<file path="src/rtl/fb_access_arbiter.sv">
// Frame-buffer RAM port arbiter: display reads, host reads/writes and a hardware clear sequencer.
// Optional macro FB_ADDR_CHECK_EN: out-of-range addresses are granted but never reach the RAM.
module fb_access_arbiter #(
  parameter int DEPTH         = 4800,
  parameter int AW            = 13,
  parameter int DW            = 8,
  parameter int MEM_LAT       = 1,
  parameter int HOST_MAX_WAIT = 8
) (
  input  logic          clk,
  input  logic          rst,
  input  logic          disp_req,
  input  logic [AW-1:0] disp_addr,
  output logic          disp_gnt,
  output logic          disp_rvalid,
  output logic [DW-1:0] disp_rdata,
  input  logic          host_req,
  input  logic          host_we,
  input  logic [AW-1:0] host_addr,
  input  logic [DW-1:0] host_wdata,
  output logic          host_gnt,
  output logic          host_rvalid,
  output logic [DW-1:0] host_rdata,
  input  logic          clr_start,
  input  logic [DW-1:0] clr_value,
  output logic          clr_busy,
  output logic          clr_done,
  output logic          mem_en,
  output logic          mem_we,
  output logic [AW-1:0] mem_addr,
  output logic [DW-1:0] mem_wdata,
  input  logic [DW-1:0] mem_rdata
);

  localparam int WCW = $clog2(HOST_MAX_WAIT + 1);
  localparam logic [AW-1:0] LAST_ADDR = AW'(DEPTH - 1);

  typedef enum logic {IDLE, CLEAR} state_t;
  typedef enum logic [1:0] {TAG_NONE, TAG_DISP, TAG_HOST} tag_t;

  state_t          state, state_next;
  logic [WCW-1:0]  wait_cnt;
  logic [AW-1:0]   clr_ptr;
  logic [DW-1:0]   clr_val;
  logic            host_force, clr_win, disp_ok, host_ok;
  logic            issue_en, issue_we, issue_zero;
  logic [AW-1:0]   issue_addr;
  logic [DW-1:0]   issue_wdata;
  tag_t            issue_tag;
  tag_t            tag_pipe  [MEM_LAT+1];
  logic            zero_pipe [MEM_LAT+1];
  logic [DW-1:0]   ret_data, disp_hold, host_hold;

`ifdef FB_ADDR_CHECK_EN
  assign disp_ok = (disp_addr <= LAST_ADDR);
  assign host_ok = (host_addr <= LAST_ADDR);
`else
  assign disp_ok = 1'b1;
  assign host_ok = 1'b1;
`endif

  assign host_force = host_req && (wait_cnt == WCW'(HOST_MAX_WAIT));
  assign clr_busy   = (state == CLEAR);

  always_comb begin
    state_next  = state;
    disp_gnt    = 1'b0;
    host_gnt    = 1'b0;
    clr_win     = 1'b0;
    issue_en    = 1'b0;
    issue_we    = 1'b0;
    issue_addr  = '0;
    issue_wdata = '0;
    issue_tag   = TAG_NONE;
    issue_zero  = 1'b0;

    if (host_force)          host_gnt = 1'b1;
    else if (disp_req)       disp_gnt = 1'b1;
    else if (state == CLEAR) clr_win  = 1'b1;
    else if (host_req)       host_gnt = 1'b1;

    // Dropped (out-of-range) reads still travel the tag pipe so the requester sees rvalid with zero data
    if (host_gnt) begin
      issue_en    = host_ok;
      issue_we    = host_we;
      issue_addr  = host_addr;
      issue_wdata = host_wdata;
      issue_tag   = host_we ? TAG_NONE : TAG_HOST;
      issue_zero  = !host_ok;
    end else if (disp_gnt) begin
      issue_en   = disp_ok;
      issue_addr = disp_addr;
      issue_tag  = TAG_DISP;
      issue_zero = !disp_ok;
    end else if (clr_win) begin
      issue_en    = 1'b1;
      issue_we    = 1'b1;
      issue_addr  = clr_ptr;
      issue_wdata = clr_val;
    end

    case (state)
      IDLE:    if (clr_start) state_next = CLEAR;
      CLEAR:   if (clr_win && clr_ptr == LAST_ADDR) state_next = IDLE;
      default: state_next = IDLE;
    endcase
  end

  always_ff @(negedge clk or negedge rst) begin
    if (!rst) state <= IDLE;
    else      state <= state_next;
  end

  always_ff @(negedge clk or negedge rst) begin
    if (!rst) begin
      wait_cnt <= '0;
      clr_ptr  <= '0;
      clr_val  <= '0;
      clr_done <= 1'b0;
    end else begin
      if (host_req && !host_gnt) begin
        if (wait_cnt != WCW'(HOST_MAX_WAIT)) wait_cnt <= wait_cnt + WCW'(1);
      end else begin
        wait_cnt <= '0;
      end
      if (state == IDLE && clr_start) begin
        clr_ptr <= '0;
        clr_val <= clr_value;
      end else if (clr_win) begin
        clr_ptr <= (clr_ptr == LAST_ADDR) ? '0 : clr_ptr + AW'(1);
      end
      clr_done <= clr_win && (clr_ptr == LAST_ADDR);
    end
  end

  // Address and data hold on idle cycles; only the strobes drop
  always_ff @(negedge clk or negedge rst) begin
    if (!rst) begin
      mem_en    <= 1'b0;
      mem_we    <= 1'b0;
      mem_addr  <= '0;
      mem_wdata <= '0;
    end else begin
      mem_en <= issue_en;
      mem_we <= issue_en && issue_we;
      if (issue_en)             mem_addr  <= issue_addr;
      if (issue_en && issue_we) mem_wdata <= issue_wdata;
    end
  end

  always_ff @(negedge clk or negedge rst) begin
    if (!rst) begin
      for (int i = 0; i <= MEM_LAT; i++) begin
        tag_pipe[i]  <= TAG_NONE;
        zero_pipe[i] <= 1'b0;
      end
      disp_hold <= '0;
      host_hold <= '0;
    end else begin
      tag_pipe[0]  <= issue_tag;
      zero_pipe[0] <= issue_zero;
      for (int i = 1; i <= MEM_LAT; i++) begin
        tag_pipe[i]  <= tag_pipe[i-1];
        zero_pipe[i] <= zero_pipe[i-1];
      end
      if (disp_rvalid) disp_hold <= ret_data;
      if (host_rvalid) host_hold <= ret_data;
    end
  end

  assign disp_rvalid = (tag_pipe[MEM_LAT] == TAG_DISP);
  assign host_rvalid = (tag_pipe[MEM_LAT] == TAG_HOST);
  assign ret_data    = zero_pipe[MEM_LAT] ? '0 : mem_rdata;
  assign disp_rdata  = disp_rvalid ? ret_data : disp_hold;
  assign host_rdata  = host_rvalid ? ret_data : host_hold;

endmodule

</file>
<file path="config.mk">
export PLATFORM = sky130hd
export DESIGN_NAME = fb_access_arbiter
export DESIGN_NICKNAME = d
export VERILOG_FILES = /design/src/rtl/fb_access_arbiter.sv
export SDC_FILE = /design/constraint.sdc
export NUM_CORES = 1
export LEC_CHECK = 0
export CAP_MARGIN = 30
export CORE_ASPECT_RATIO = 1.5
export CORE_MARGIN = 1.5
export CORE_UTILIZATION = 60
export DETAILED_ROUTE_END_ITERATION = 12
export DONT_BUFFER_PORTS = 1
export GPL_TIMING_DRIVEN = 1
export PLACE_DENSITY = 0.83
export SETUP_SLACK_MARGIN = 0.4
export SKIP_CTS_REPAIR_TIMING = 1
export SYNTH_ARGS = -nofsm -noshare
export SYNTH_HDL_FRONTEND = slang
export SYNTH_SLANG_ARGS = --single-unit
</file>
<file path="constraint.sdc">
create_clock -name clk -period 3.7 [get_ports clk]
set_clock_uncertainty 0.15 [all_clocks]
set_input_delay 0.37 -clock clk [delete_from_list [all_inputs] [get_ports clk]]
set_output_delay 0.37 -clock clk [all_outputs]
set_load 0.05 [all_outputs]
</file>
# == Word level (Yosys, flattened, before mapping) ==
# Index checks and enable logic that the tools add are counted.
# op_classes
n_addsub,2
n_eq_ne,6
muxes,33
bitwise,1
reduce_logical,7
# op_table
op,count
13-bit 2-to-1 mux,6
8-bit 2-to-1 mux,5
1-bit 2-to-1 mux,17
13-bit by 1-bit adder with 13-bit output (second input constant),1
13-bit equality test (second input constant),1
4-bit 2-to-1 mux,2
1-bit logical AND,5
4-bit by 1-bit adder with 4-bit output (second input constant),1
4-bit equality test (second input constant),1
2-bit 2-to-1 mux,2
4-bit inequality test (second input constant),1
2-bit by 1-bit equality test with 1-bit output (second input constant),1
2-bit equality test (second input constant),1
2-bit by 1-bit inequality test with 1-bit output (second input constant),1
1-bit case mux with 2 select lines,1
2-bit nonzero test,1
1-bit logical NOT,1
1-bit inverter,1
# word_totals
register_bits,70
input_bits,56
output_inout_bits,45
elab_cells,62

# == Logic depth before layout (Yosys ltp) ==
# Gate-level depths: netlist (run 1).
# logic_depth
ltp_word,7
mapped_depth,8
ltp_nobuf,7

==> impl_results.md, run 1 <==
* Die extent in y at 90.2 µm
* Max incr delay on CP at around 0.46 ns
* Synth area leader: dfrtn_1
* Layout area overhead at 18.5%
* Critical path's slowest cell: dfrtn_1
* Pins over their slew limit at 0
* Hold_ws at 0.148 ns
* Core Footprint at between 0.004 and 0.005 mm²
* Setup WS post-layout at -0.195 ns
* Rows at 31
* Register bit total from synthesis at 70
* Final-layout fill cell count at around 310
* XOR/XNOR Fraction of Synth Area at about 1.7%
* Ys flop type: dfrtn_1
* PwrDens at 606 mW/mm²
* CP Capture Type: primary output
* CTS tree: done
* Fraction of synthesized area in multiplexers at under 10%
* Status: finished with violations
* Critical path class: reg2out
* Vias in the first global route at roughly 2,400
* Simple-Gate Fraction of Synth Area at about 16%
* DR vias at about 2,300
* GRT overflow at 0
* Post-Place Cell Area at between 0.003 and 0.004 mm²
* Clock buffer depth at 2
* Fin area at around 0.0036 mm²
* Final wirelength at around 7 mm
* Placed Cells at 351
* YS warnings at 0
* Peak supply drop at about 0.00035 V
* Clk_lat worst skew at 0.34 ns
* FFs w/ async S/R, synth at 100%
* 1st-iter DRT viols at between 100 and 150
* Largest family of logic cells by synthesized area: simple AND/OR/NAND/NOR gates
* Clock transition at path regs at roughly 0.05 ns
* Netlist area before placement at between 0.003 and 0.004 mm²
* Clock sinks at 70
* Max-cap violations at 0
* Final Setup Violations at 18
* Metal-1 WL at ~2.6 mm
* Die ar. at ~0.0055 mm²
* Antenna Cells at 0
* Sequential area share after synthesis at roughly 58%
* Initial antenna violation count at 0
* Clk root buf: clkbuf_8
* ANT nets after route at 0
* Post-synth EDFFs at 0
* Synthesized net count at around 340
* Wirelength per Cell at between 15 and 20 µm
* Dpl hpwl at around 4.8 mm
* Synth area leaders: dfrtn_1 (58%), a22oi_1 (6.4%), mux2_2 (5.9%), nand2_1 (5.7%), a21oi_1 (2.1%)
* Failing checks: negative setup slack
* Final nets at 361
* Setup TNS at -2.95 ns
* CP max FO at 4
* Total CTS buffers at 9
* Post-route DRC at 0
* Dpl ws at about 0.057 ns
* Drt first pass iters at 4
* Met2 WL post-DR at approximately 3.6 mm
* Hold Crit Class: reg2reg
* Startpoint Class: flip-flop
* Compound-cell area share of the yosys netlist at between 10 and 15%
* Share of layout cells above drive strength 1 at between 20% and 30%
* Vias per cell at 6.12
* Yosys cell types at 41
* Top sig layer: met4
* First-pass GRT wire length at approximately 11 mm
* Hold Fails Final Rpt at 0
* RSZ-0062 raised after global routing: true
* Die Width at 61.2 µm
* Slew @ Worst Pin at around 0.68 ns
* Crit-path cells: inv_2, ha_4, and3b_1, o21ai_4, inv_4
* Leakage at 1.68 nW
* Share of the synthesized area in the top cell type at between 50% and 60%
* Gate Count Post-Synth at between 200 and 300
* Worst relative slew slack at 54.5%
* Top Family by Delay on Critical Path: flip-flops
* Starting Density at 62.8%
* Largest net degree at the start of global routing at 71
* DR WL met3 at ~600 µm
* Tot GR Track Use at between 20% and 30%
* CP Data Required Time at roughly 3.2 ns
* Gpl congestion at 0.884
* WP buf/inv at 2
* CP arrival at roughly 3.4 ns
* Final non-filler cell total at between 300 and 400
* Post-Synth Adder-Cell Area at around 1.2%
* IO buf count at 0
* H-Tree Depth at 3
* # IOs at ~100
* Syn_area_per_cell at between 10 and 15 µm²
Yosys cell counts, types with 3 or more instances:
cell / number
a31oi_1: 6
a22oi_1: 26
ha_1: 3
clkbuf_1: 11
nand2_1: 46
inv_1: 16
nand4_1: 3
dfrtn_1: 70
o22ai_1: 8
a21oi_1: 13
nor2_1: 11
o21ai_0: 9
xor2_1: 4
mux2_2: 16
and2_1: 3
nand3_1: 5
metal layers:
layer	track usage [%]	vias to the layer above
met1	30.0	1109
met5	0	-
li1	-	1050
met3	7.91	22
met4	14.3	0
met2	43.1	102
layout by cell type (no fill, tap or decap), types with 4 or more instances in the layout:
master,synthesis,routed
o22ai_1,8,8
clkbuf_8,0,9
dfrtn_1,70,70
nand3_1,5,5
a21oi_1,13,13
buf_4,0,13
mux2_4,0,16
xor2_1,4,4
a22oi_2,0,4
a31oi_1,6,6
inv_1,16,13
nand2_1,46,46
a22oi_1,26,22
nor2_1,11,10
o21ai_0,9,5
sequential cells by signal (all words and copies together), names as in the netlist, 4 cells and up:
signal and cells:
clr_ptr 13, mem_addr 13, clr_val 8, disp_hold 8
host_hold 8, mem_wdata 8, tag_pipe 4, wait_cnt 4
area by class of cell:
| cell class | count | area [µm²] | share of cell area (%) |
|---|---|---|---|
| clock inverter | 7 | 62.6 | 1.73 |
| clock buffer | 9 | 124 | 3.43 |
| timing repair buffer | 18 | 198 | 5.48 |
| multi-input combinational | 187 | 1320 | 36.7 |
| tap | 66 | 82.6 | 2.29 |
| sequential | 70 | 1750 | 48.6 |
| inverter | 16 | 66.3 | 1.84 |
report_power, final:
part	switching (mW)	leakage (nW)	internal [mW]
clock network	0.319	0.0927	0.257
logic	0.272	0.718	0.161
registers	0.266	0.868	0.911
total	0.857	1.68	1.33
per-stage QoR:
step	utilization [%]	power, mW
finish	74.4	2.19
CTS	72.2	2.18
detailed placement	68.4	1.61
global route	74.4	2.28
floorplan	-	1.53
global placement	68.4	1.59
final timing paths:
kind                             startpoint           end  depth (start not counted)  slack [ns]
worst max-delay path            wait_cnt[0]      host_gnt                          5       -0.20
worst min-delay path            tag_pipe[3]   tag_pipe[1]                          0        0.15
worst max register to register  wait_cnt[0]  mem_wdata[7]                          8        1.58
worst min register to register  tag_pipe[3]   tag_pipe[1]                          0        0.15
max in group asynchronous               rst    clr_ptr[1]                          0        1.96
min in group asynchronous               rst        mem_we                          0        1.30
kinds of logic (layout without fill, tap and decap cells):
kind of cell	count (synthesis)	in the layout
compound gates	66	66
xor+xnor	6	6
fa+ha+maj	3	3
buf+inv	28	50
flops	70	70
mux	16	16
simple gates	96	96
(Power assumes the default switching activity.)
==> run 2: changes to the inputs <==
Settings changed: SKIP_LAST_GASP from default to 1.
==> impl_results.md, run 2 (synthesis gave the netlist of run 1 again) <==
* Critical path's slowest cell: dfrtn_1 (unchanged)
* Vias per cell at 6.09 (was 6.12)
* Fin area at 0.00359 mm² (was 0.00361 mm²)
* CP arrival at 3.37 ns (was 3.38 ns)
* Clock transition at path regs at 0.05 ns (about the same)
* Hold Crit Class: reg2reg (unchanged)
* Tot GR Track Use at 26.6% (unchanged)
* Slew @ Worst Pin at 0.677 ns (was 0.679 ns)
* Commonest cells after routing, fill and taps aside: dfrtn_1 (70), nand2_1 (46), a22oi_1 (22) (unchanged)
* Rows at 31 (unchanged)
* Setup TNS at -2.63 ns (was -2.95 ns)
* DR vias at 2,270 (was 2,283)
* CTS tree: done (unchanged)
* RSZ-0062 raised after global routing: true (unchanged)
* Largest net degree at the start of global routing at 71 (unchanged)
* Worst relative slew slack at 54.6% (was 54.5%)
* Setup WS post-layout at -0.192 ns (was -0.195 ns)
* Die extent in y at 90.2 µm (unchanged)
* Antenna Cells at 0 (unchanged)
* Core Footprint at 0.00485 mm² (unchanged)
* Hold_ws at 0.148 ns (about the same)
* Vias in the first global route at 2,400 (unchanged)
* Dpl ws at 0.0570 ns (unchanged)
* Status: finished with violations (unchanged)
* CP max FO at 4 (unchanged)
* Crit-path cells: inv_2, ha_4, and3b_1, o21ai_4, inv_4 (unchanged)
* # IOs at 101 (unchanged)
* CP Capture Type: primary output (unchanged)
* Wirelength per Cell at 18.8 µm (was 18.9 µm)
* Peak supply drop at 0.000348 V (was 0.000350 V)
* Share of layout cells above drive strength 1 at 23.1% (was 23.5%)
* R2r setup slk at 1.59 ns (was 1.58 ns)
* Worst Setup SP: wait_cnt[0] (unchanged)
* First-pass GRT wire length at 10.9 mm (unchanged)
* Final Setup Violations at 18 (unchanged)
* Total CTS buffers at 9 (unchanged)
* Clock buffer depth at 2 (unchanged)
* Dpl hpwl at 4.85 mm (unchanged)
* 1st-iter DRT viols at 132 (was 131)
* Post-route DRC at 0 (unchanged)
* Initial antenna violation count at 0 (unchanged)
* Pins over their slew limit at 0 (unchanged)
* Critical R2R Launch: wait_cnt[0] (unchanged)
* Drt first pass iters at 4 (unchanged)
* Clock sinks at 70 (unchanged)
* Placed Cells at 351 (unchanged)
* PwrDens at 608 mW/mm² (was 606 mW/mm²)
* Final wirelength at 7.00 mm (was 7.07 mm)
* Post-Place Cell Area at 0.00332 mm² (unchanged)
* Critical path class: reg2out (unchanged)
* Final nets at 361 (unchanged)
* Top flop regs: clr_ptr (13), mem_addr (13) (unchanged)
* Final non-filler cell total at 373 (unchanged)
* Startpoint Class: flip-flop (unchanged)
* ANT nets after route at 0 (unchanged)
* Most common cell after layout, fill and taps aside: dfrtn_1 (unchanged)
* RR Endpoint: mem_wdata[7] (unchanged)
* H-Tree Depth at 3 (unchanged)
* Die ar. at 0.00552 mm² (unchanged)
* Worst R2R Path Depth at 8 (unchanged)
* Clk root buf: clkbuf_8 (unchanged)
* Max-cap violations at 0 (unchanged)
* Leakage at 1.67 nW (was 1.68 nW)
* Failing checks: negative setup slack (unchanged)
* Die Width at 61.2 µm (unchanged)
* Hold Fails Final Rpt at 0 (unchanged)
* Layout area overhead at 17.8% (was 18.5%)
* GRT overflow at 0 (unchanged)
* Starting Density at 62.8% (unchanged)
* Gpl congestion at 0.884 (unchanged)
* IO buf count at 0 (unchanged)
* CP Data Required Time at 3.18 ns (about the same)
* Max incr delay on CP at 0.46 ns (about the same)
* Clk_lat worst skew at 0.34 ns (about the same)
* CP Capture Point: host_gnt (unchanged)
run 2: metrics by stage:
stage / utilization (%) / power [mW]
global placement: 68.4 / 1.59
global route: 74.0 / 2.28
finish: 74.0 / 2.18
floorplan: - / 1.53
detailed placement: 68.4 / 1.61
CTS: 72.2 / 2.18
run 2: worst max-delay path: cells and delay by family (launching register included):
kind	cells	cell delay, ns
compound gates	1	0.19
buf+inv	2	0.18
flops	1	0.46
fa+ha+maj	1	0.15
simple gates	1	0.21
run 2: final cells by class:
cell class                 instances  area, µm²
inverter                          16       66.3
clock buffer                       9        124
clock inverter                     7       62.6
tap                               66       82.6
sequential                        70       1750
timing repair buffer              18        190
fill                             317       1260
multi-input combinational        187       1310
run 2: worst min path at each step:
stage,start,to,slack [ns],cells past startpoint
floorplan,tag_pipe[2],tag_pipe[0],0.14,0
global placement,tag_pipe[3],tag_pipe[1],0.15,0
detailed placement,tag_pipe[3],tag_pipe[1],0.15,0
CTS,tag_pipe[3],tag_pipe[1],0.14,0
global route,tag_pipe[3],tag_pipe[1],0.15,0
finish,tag_pipe[3],tag_pipe[1],0.15,0
run 2: metal layers:
| metal | track usage (%) | up-vias | share of wire (%) |
|---|---|---|---|
| met5 | 0 | - | 0 |
| met4 | 14.3 | 0 | 2.1 |
| met3 | 7.91 | 14 | 8.8 |
| met2 | 43.1 | 119 | 52 |
| met1 | 30.0 | 1088 | 37 |
| li1 | - | 1049 | - |
run 2: where the power goes:
part           switching (mW)  total (mW)  internal, mW
clock network           0.314       0.571         0.257
logic                   0.272       0.432         0.160
registers               0.266        1.18         0.911
total                   0.852        2.18          1.33
==> run 3: changes to the inputs <==
Settings changed: REMOVE_ABC_BUFFERS from default to 1.
==> impl_results.md, run 3 (synthesis gave the netlist of run 1 again) <==
* Status: finished with violations (unchanged)
* Failing checks: negative setup slack (unchanged)
* Final wirelength at 7.80 mm (was 7.00 mm)
* CTS tree: done (unchanged)
* Vias per cell at 6.27 (was 6.09)
* Tot GR Track Use at 26.5% (was 26.6%)
* CP max FO at 3 (was 4)
* # IOs at 101 (unchanged)
* Int Pwr at 1.39 mW (was 1.33 mW)
* DR vias at 2,407 (was 2,270)
* Total CTS buffers at 9 (unchanged)
* Critical path's slowest cell: dfrtn_1 (unchanged)
* Top Family by Delay on Critical Path: flip-flops (unchanged)
* IO buf count at 0 (unchanged)
* First-pass GRT wire length at 10.8 mm (was 10.9 mm)
* Drt first pass iters at 4 (unchanged)
* CP Capture Type: primary output (unchanged)
* NetSw at 0.849 mW (was 0.852 mW)
* Final Setup Violations at 18 (unchanged)
* Fin area at 0.00368 mm² (was 0.00359 mm²)
* Antenna Cells at 0 (unchanged)
* Most common cell after layout, fill and taps aside: dfrtn_1 (unchanged)
* Vias in the first global route at 2,360 (was 2,400)
* RSZ-0062 raised after global routing: true (unchanged)
* Clk root buf: clkbuf_8 (unchanged)
* Hold_ws at 0.145 ns (was 0.148 ns)
* Clock buffer depth at 2 (unchanged)
* Worst relative slew slack at 51.3% (was 54.6%)
* Largest net degree at the start of global routing at 71 (unchanged)
* Gpl congestion at 0.805 (was 0.884)
* Core Footprint at 0.00485 mm² (unchanged)
* Pins over their slew limit at 0 (unchanged)
* Initial antenna violation count at 0 (unchanged)
* Hold Crit Class: reg2reg (unchanged)
* Clock sinks at 70 (unchanged)
* Setup WS post-layout at -0.300 ns (was -0.192 ns)
* H-Tree Depth at 3 (unchanged)
* PwrDens at 608 mW/mm² (about the same)
* Starting Density at 62.8% (unchanged)
* Clk_lat worst skew at 0.34 ns (about the same)
* Clock power share at 27.4% (was 26.2%)
* Max-cap violations at 0 (unchanged)
* Rows at 31 (unchanged)
* 1st-iter DRT viols at 192 (was 132)
* Dpl hpwl at 5.00 mm (was 4.85 mm)
* Critical path class: reg2out (unchanged)
* Flop pwr share at 52.6% (was 54.0%)
* ANT nets after route at 0 (unchanged)
* Post-route DRC at 0 (unchanged)
* CP Data Required Time at 3.18 ns (about the same)
* Combinational cell fraction of total power at 20.0% (was 19.8%)
* Clock transition at path regs at 0.05 ns (about the same)
* Crit-path cells: inv_1, ha_2, and3b_2, o21ai_2, inv_2, buf_12 (was inv_2, ha_4, and3b_1, o21ai_4, inv_4)
* Peak supply drop at 0.000373 V (was 0.000348 V)
* Hold Fails Final Rpt at 0 (unchanged)
* Die ar. at 0.00552 mm² (unchanged)
* Max incr delay on CP at 0.41 ns (was 0.46 ns)
* Top flop regs: clr_ptr (13), mem_addr (13) (unchanged)
* Slew @ Worst Pin at 0.727 ns (was 0.677 ns)
* Die extent in y at 90.2 µm (unchanged)
* CP arrival at 3.48 ns (was 3.37 ns)
* Share of layout cells above drive strength 1 at 24.2% (was 23.1%)
* Leakage at 1.75 nW (was 1.67 nW)
* GRT overflow at 0 (unchanged)
* Die Width at 61.2 µm (unchanged)
* Sw frac at 37.9% (was 39.1%)
* Layout area overhead at 21.0% (was 17.8%)
* Wirelength per Cell at 20.3 µm (was 18.8 µm)
* Commonest cells after routing, fill and taps aside: dfrtn_1 (70), nand2_1 (46), a22oi_1 (26) (was dfrtn_1 (70), nand2_1 (46), a22oi_1 (22))
* Final nets at 372 (was 361)
* Post-Place Cell Area at 0.00328 mm² (was 0.00332 mm²)
* Startpoint Class: flip-flop (unchanged)
* WP buf/inv at 3 (was 2)
-- run 3: layout make-up --
type / instances / area, µm²
tap: 66 / 82.6
sequential: 70 / 1750
fill: 296 / 1160
multi-input combinational: 187 / 1280
inverter: 16 / 63.8
timing repair buffer: 29 / 313
clock inverter: 7 / 73.8
clock buffer: 9 / 124
-- run 3: worst register-to-register path, cell delays in order (launching register included) --
cell and delay, ns:
dfrtn_1 0.41, inv_1 0.06, ha_2 0.18, and3b_2 0.21
buf_4 0.13, buf_4 0.12, o211ai_1 0.58, o22ai_1 0.23
a21oi_1 0.20
-- run 3: per-stage QoR --
| stage | std cells | setup slack, ns | utilization, % | total power [mW] | setup TNS, ns |
|---|---|---|---|---|---|
| after global placement | 358 | 0.0589 | 67.7 | 1.56 | 0 |
| after global routing | 384 | -0.327 | 76.0 | 2.34 | -3.42 |
| after detailed placement | 358 | -0.0417 | 67.7 | 1.59 | -0.0417 |
| after CTS | 374 | -0.400 | 71.7 | 2.19 | -3.68 |
| after floorplan | 273 | -0.667 | - | 1.48 | -8.36 |
| final | 384 | -0.300 | 76.0 | 2.24 | -2.74 |
-- run 3: power by group through the flow --
| stage | clock network [mW] | registers (mW) | logic, mW |
|---|---|---|---|
| finish | 0.613 | 1.18 | 0.449 |
| CTS | 0.614 | 1.17 | 0.406 |
| detailed placement | 0 | 1.19 | 0.404 |
| floorplan | 0 | 1.16 | 0.324 |
| global placement | 0 | 1.18 | 0.385 |
| global route | 0.657 | 1.19 | 0.486 |
-- run 3: path summary, 6_finish.rpt --
check / end / startpoint / slack [ns] / cells past startpoint
max: host_gnt / wait_cnt[0] / -0.30 / 6
min: tag_pipe[1] / tag_pipe[3] / 0.14 / 0
max reg2reg: mem_wdata[2] / wait_cnt[0] / 1.46 / 8
min reg2reg: tag_pipe[1] / tag_pipe[3] / 0.14 / 0
max in group asynchronous: clr_ptr[3] / rst / 1.96 / 0
min in group asynchronous: clr_val[2] / rst / 1.31 / 0
-- run 3: layer usage --
layer | GRT usage [%] | wire length [µm]
met2 | 43.4 | 4200
met4 | 12.3 | 178
met5 | 0 | 0
met1 | 29.8 | 2780
met3 | 8.92 | 631
